[config.mk]
export PLATFORM = sky130hd
export DESIGN_NAME = dev_bus_arbiter
export DESIGN_NICKNAME = d
export VERILOG_FILES = /design/src/rtl/dev_bus_arbiter.sv
export SDC_FILE = /design/constraint.sdc
export NUM_CORES = 1
export LEC_CHECK = 0
export CORE_MARGIN = 2
export CORE_UTILIZATION = 30
export DETAILED_ROUTE_END_ITERATION = 6
export GPL_ROUTABILITY_DRIVEN = 0
export GPL_TIMING_DRIVEN = 0
export PLACE_DENSITY = 0.72
export SLEW_MARGIN = 5
export SYNTH_ARGS = -nofsm -noshare
export SYNTH_HDL_FRONTEND = slang
export SYNTH_SLANG_ARGS = --single-unit
export TNS_END_PERCENT = 1
[constraint.sdc]
create_clock -name clk -period 3 [get_ports clk]
set_clock_uncertainty 0.05 [all_clocks]
set_input_delay 0.75 -clock clk [delete_from_list [all_inputs] [get_ports clk]]
set_output_delay 0.75 -clock clk [all_outputs]
set_load 0.01 [all_outputs]
[src/rtl/dev_bus_arbiter.sv]
// Two-master fixed-priority arbiter in front of the timer/memory bridge port.
// Define ARB_AGING_EN to add the master-1 anti-starvation aging counter.
module dev_bus_arbiter #(
  parameter int STARVE_LIMIT = 8,
  parameter int AGE_W        = 4
) (
  input  logic        clk,
  input  logic        reset,
  input  logic        m0_req,
  input  logic [31:0] m0_addr,
  input  logic [31:0] m0_wdata,
  input  logic [3:0]  m0_byteen,
  input  logic        m1_req,
  input  logic [31:0] m1_addr,
  input  logic [31:0] m1_wdata,
  input  logic [3:0]  m1_byteen,
  output logic        m0_gnt,
  output logic        m1_gnt,
  output logic        m0_rvalid,
  output logic        m1_rvalid,
  output logic [31:0] m_rdata,
  output logic [31:0] bus_addr,
  output logic [31:0] bus_wdata,
  output logic [3:0]  bus_byteen,
  output logic        bus_rd,
  input  logic [31:0] bus_rdata,
  output logic        busy
);
  localparam int NUM_M = 2;

  typedef enum logic [1:0] {IDLE, ISSUE, RESP} state_t;
  typedef struct packed {
    logic [31:0] addr;
    logic [31:0] wdata;
    logic [3:0]  byteen;
  } req_t;

  state_t              state_q, state_d;
  req_t [NUM_M-1:0]    rq;
  logic [NUM_M-1:0]    req, gnt, rvalid;
  logic                owner_q;
  logic [3:0]          byteen_q;
  logic                arb, win, winner, force_m1;

  assign req   = {m1_req, m0_req};
  assign rq[0] = {m0_addr, m0_wdata, m0_byteen};
  assign rq[1] = {m1_addr, m1_wdata, m1_byteen};

  // Arbitration only on edges leaving IDLE or RESP; req is ignored in ISSUE.
  assign arb    = (state_q == IDLE) || (state_q == RESP);
  assign win    = arb && (|req);
  assign winner = force_m1 || (!m0_req && m1_req);

`ifdef ARB_AGING_EN
  logic [AGE_W-1:0] age_q;

  assign force_m1 = m1_req && (age_q == AGE_W'(STARVE_LIMIT));

  always_ff @(posedge clk or negedge reset) begin
    if (!reset)                    age_q <= '0;
    else if (arb) begin
      if (!m1_req || winner)       age_q <= '0;
      else if (age_q != '1)        age_q <= age_q + 1'b1;
    end
  end
`else
  // Aging parameters have no effect in the fixed-priority build.
  logic unused_cfg;
  assign unused_cfg = ^{32'(STARVE_LIMIT), 32'(AGE_W)};
  assign force_m1   = 1'b0;
`endif

  always_comb begin
    state_d = state_q;
    case (state_q)
      IDLE, RESP: state_d = win ? ISSUE : IDLE;
      ISSUE:      state_d = RESP;
      default:    state_d = IDLE;
    endcase
  end

  always_ff @(posedge clk or negedge reset) begin
    if (!reset) begin
      state_q   <= IDLE;
      owner_q   <= 1'b0;
      byteen_q  <= '0;
      bus_addr  <= '0;
      bus_wdata <= '0;
    end else begin
      state_q <= state_d;
      if (win) begin
        owner_q   <= winner;
        bus_addr  <= rq[winner].addr;
        bus_wdata <= rq[winner].wdata;
        byteen_q  <= rq[winner].byteen;
      end
    end
  end

  for (genvar i = 0; i < NUM_M; i++) begin : g_port
    assign gnt[i]    = (state_q == ISSUE) && (owner_q == 1'(i));
    assign rvalid[i] = (state_q == RESP)  && (owner_q == 1'(i));
  end

  assign m0_gnt     = gnt[0];
  assign m1_gnt     = gnt[1];
  assign m0_rvalid  = rvalid[0];
  assign m1_rvalid  = rvalid[1];
  assign bus_byteen = (state_q == ISSUE) ? byteen_q : 4'b0000;
  assign bus_rd     = (state_q == ISSUE) && (byteen_q == 4'b0000);
  assign m_rdata    = (state_q == RESP) ? bus_rdata : 32'h0;
  assign busy       = (state_q != IDLE);
endmodule
==> flow_metrics.env <==
export IMPL_status="finished with violations"
export IMPL_violations="DRC, setup timing"
export IMPL_rr_endpoint="bus_wdata[25]$_DFFE_PN0P_"
export IMPL_start_util_pct=30.8
export IMPL_cts_made_buffers=9
export IMPL_dpl_worst_slack_ns=0.202
export IMPL_setup_viol=9
export IMPL_clk_pin_slew_ns=0.06
export IMPL_total_power_uw=3570
export IMPL_ys_warn_count=0
export IMPL_drc=3
export IMPL_placed_area_um2=6720
export IMPL_path_cells="buf_6, nor2b_2, clkbuf_1, and2_1, clkdlybuf4s50_1"
export IMPL_cap_viol_max_count=0
export IMPL_rsz0062_at_grt="yes"
export IMPL_nets=890
export IMPL_startpoint_type="register"
export IMPL_async_reset_ff_share_pct=100
export IMPL_drtPass1Iterations=7
export IMPL_grt_pass1_vias=4235
export IMPL_relSlewSlack_pct=62.6
export IMPL_hold_viol_final=0
export IMPL_tightest_slew_ns=0.562
export IMPL_reg2regPathDepth=5
export IMPL_finalCritPeriodShare_pct=101
export IMPL_portBuffers=277
export IMPL_p_per_area_nw_per_um2=509
export IMPL_r2r_slack_ns=1.31
export IMPL_synth_main_ff_cell="dfrtp_1"
export IMPL_syn_nets=601
export IMPL_vdd_drop_max_mv=0.334
export IMPL_path_depth=5
export IMPL_period_needed_ns=3.02
export IMPL_ys_seq_area_share_pct=47.9
export IMPL_clk_latency_ns=0.33
export IMPL_yosysUniqueCellTypes=14
export IMPL_syn_area_per_cell_um2=8.65
export IMPL_cpMaxStageDelayCell="clkdlybuf4s50_1"
export IMPL_max_freq_mhz=331
export IMPL_clock_sinks=71
export IMPL_track_usage_pct=22.0
export IMPL_grt_overflow_total=0
export IMPL_netlist_area_um2=3710
export IMPL_rows=40
export IMPL_clk_path_buf_depth=2
export IMPL_routed_via_density=4.76
export IMPL_grt_max_degree=49
export IMPL_antenna_found_initial=0
export IMPL_cp_max_fo=10
export IMPL_hpwlAfterDp_mm=11.8
export IMPL_final_cell_area_um2=7020
export IMPL_cts_tree="yes"
export IMPL_yosysTopAreaCell="dfrtp_1"
export IMPL_synth_area_leaders="dfrtp_1 48%, a222oi_1 18%, inv_1 14%"
export IMPL_area_delta_synth_final_pct=89.0
export IMPL_htree_levels=3
export IMPL_yosysTopAreaCellShare_pct=47.9
export IMPL_vias=4238
export IMPL_path_delay_family="buffers and inverters"
export IMPL_fill_cells=1076
export IMPL_synth_edf_count=0
export IMPL_ant_nets=0
export IMPL_ys_seq_elements=71
export IMPL_crit_buf_inv=3
export IMPL_critical_path_required_ns=2.20
export IMPL_drt_iter0_markers=431
export IMPL_drive_gt1_share_pct=3.87
export IMPL_drv_slew=0
export IMPL_die_y_um=115
export IMPL_worstReg2RegStart="state_q[0]$_DFF_PN0_"
export IMPL_hp_class="in2async"
export IMPL_ios=278
export IMPL_dieWidth_um=115
export IMPL_wire_per_inst_um=16.7
export IMPL_syn_inst=429
export IMPL_worstSetupPathType="reg2out"
export IMPL_hold_ws_ns=0.281
export IMPL_cts_root_buffer="clkbuf_16"
export IMPL_ys_top_cells_by_count="138 x inv_1, 71 x dfrtp_1, 69 x nor2_1, 68 x a222oi_1, 40 x and2_1"
export IMPL_leakage_uw=0.00334
export IMPL_core_area_um2=12100
export IMPL_setup_ws_ns=-0.0235
export IMPL_grt_pass1_wl_mm=22.4
export IMPL_fp_dieArea_um2=13300
export IMPL_cp_end_kind="output port"
export IMPL_wl_mm=14.9
export IMPL_critPathArrivalTime_ns=2.22
export IMPL_diodes=0
export IMPL_max_stage_delay_ns=0.60
export IMPL_yosysMostFrequentCell="inv_1"
logic make-up (layout without fill, tap and decap cells):
family | Yosys count | after routing | share of synthesized area [%]
buffers and inverters | 172 | 466 | 18.2
AND/OR/NAND/NOR | 116 | 116 | 15.0
flip-flops | 71 | 71 | 47.9
AO/OA/AOI/OAI | 70 | 70 | 19.0
flip-flops by register name (all words and copies together), names as in the netlist:
| register | cells |
|---|---|
| owner_q | 1 |
| bus_wdata | 32 |
| bus_addr | 32 |
| byteen_q | 4 |
| state_q | 2 |
how the worst max path moves through the flow:
stage | end | start
after floorplan | m0_rvalid | state_q[0]$_DFF_PN0_
after global placement | bus_wdata[28]$_DFFE_PN0P_ | reset
after detailed placement | m_rdata[27] | state_q[0]$_DFF_PN0_
after CTS | m_rdata[9] | state_q[0]$_DFF_PN0_
after global routing | m_rdata[27] | state_q[0]$_DFF_PN0_
final | m_rdata[28] | state_q[0]$_DFF_PN0_
per-layer routing:
metal / GRT usage (%) / part of all wire, % / vias up / wire (µm)
li1: - / - / 1987 / -
met1: 24.0 / 36 / 2041 / 5390
met2: 41.0 / 53 / 200 / 7950
met3: 7.49 / 9.8 / 10 / 1470
met4: 5.14 / 0.70 / 0 / 104
met5: 0 / 0 / - / 0
final cells by class:
type	instances	area (µm²)	share of cell area (%)
clock inverter	4	45.0	0.642
inverter	138	518	7.38
buffer	34	156	2.23
sequential	71	1780	25.3
timing repair buffer	278	2800	39.9
multi-input combinational	186	1260	18.0
clock buffer	12	246	3.51
tap	168	210	3.00
timing repair:
action	CTS	global route
resized for setup	1	2
setup endpoints to repair	31	37
hold buffers	0	0
cloned	0	0
buffers inserted	0	0
power by group:
group	internal (µW)	total, µW	switching [µW]
clock	662	1050	390
combinational	750	1290	541
sequential	1130	1230	96.3
total	2550	3570	1030
cell usage in the layout (no fill, tap or decap), drive strengths merged:
master	synthesis	final
a21oi	1	1
a222oi	68	68
and2	40	40
and4	1	1
buf	8	11
bufinv	0	1
clkbuf	26	37
clkdlybuf4s50	0	276
clkinv	0	3
dfrtp	71	71
inv	138	138
nand2b	1	1
nor2	69	69
nor2b	4	4
o21bai	1	1
or2	1	1
metrics by stage:
stage / utilization (%) / instances / TNS (ns)
2_1_floorplan: - / 429 / 0
3_3_place_gp: 55.5 / 874 / -104.39
3_5_place_dp: 55.7 / 875 / 0
4_1_cts: 58.1 / 891 / -0.395
5_1_grt: 58.2 / 891 / -2.46
6_report: 58.2 / 891 / -0.134
Note: power is estimated with default switching activity, not from simulation.
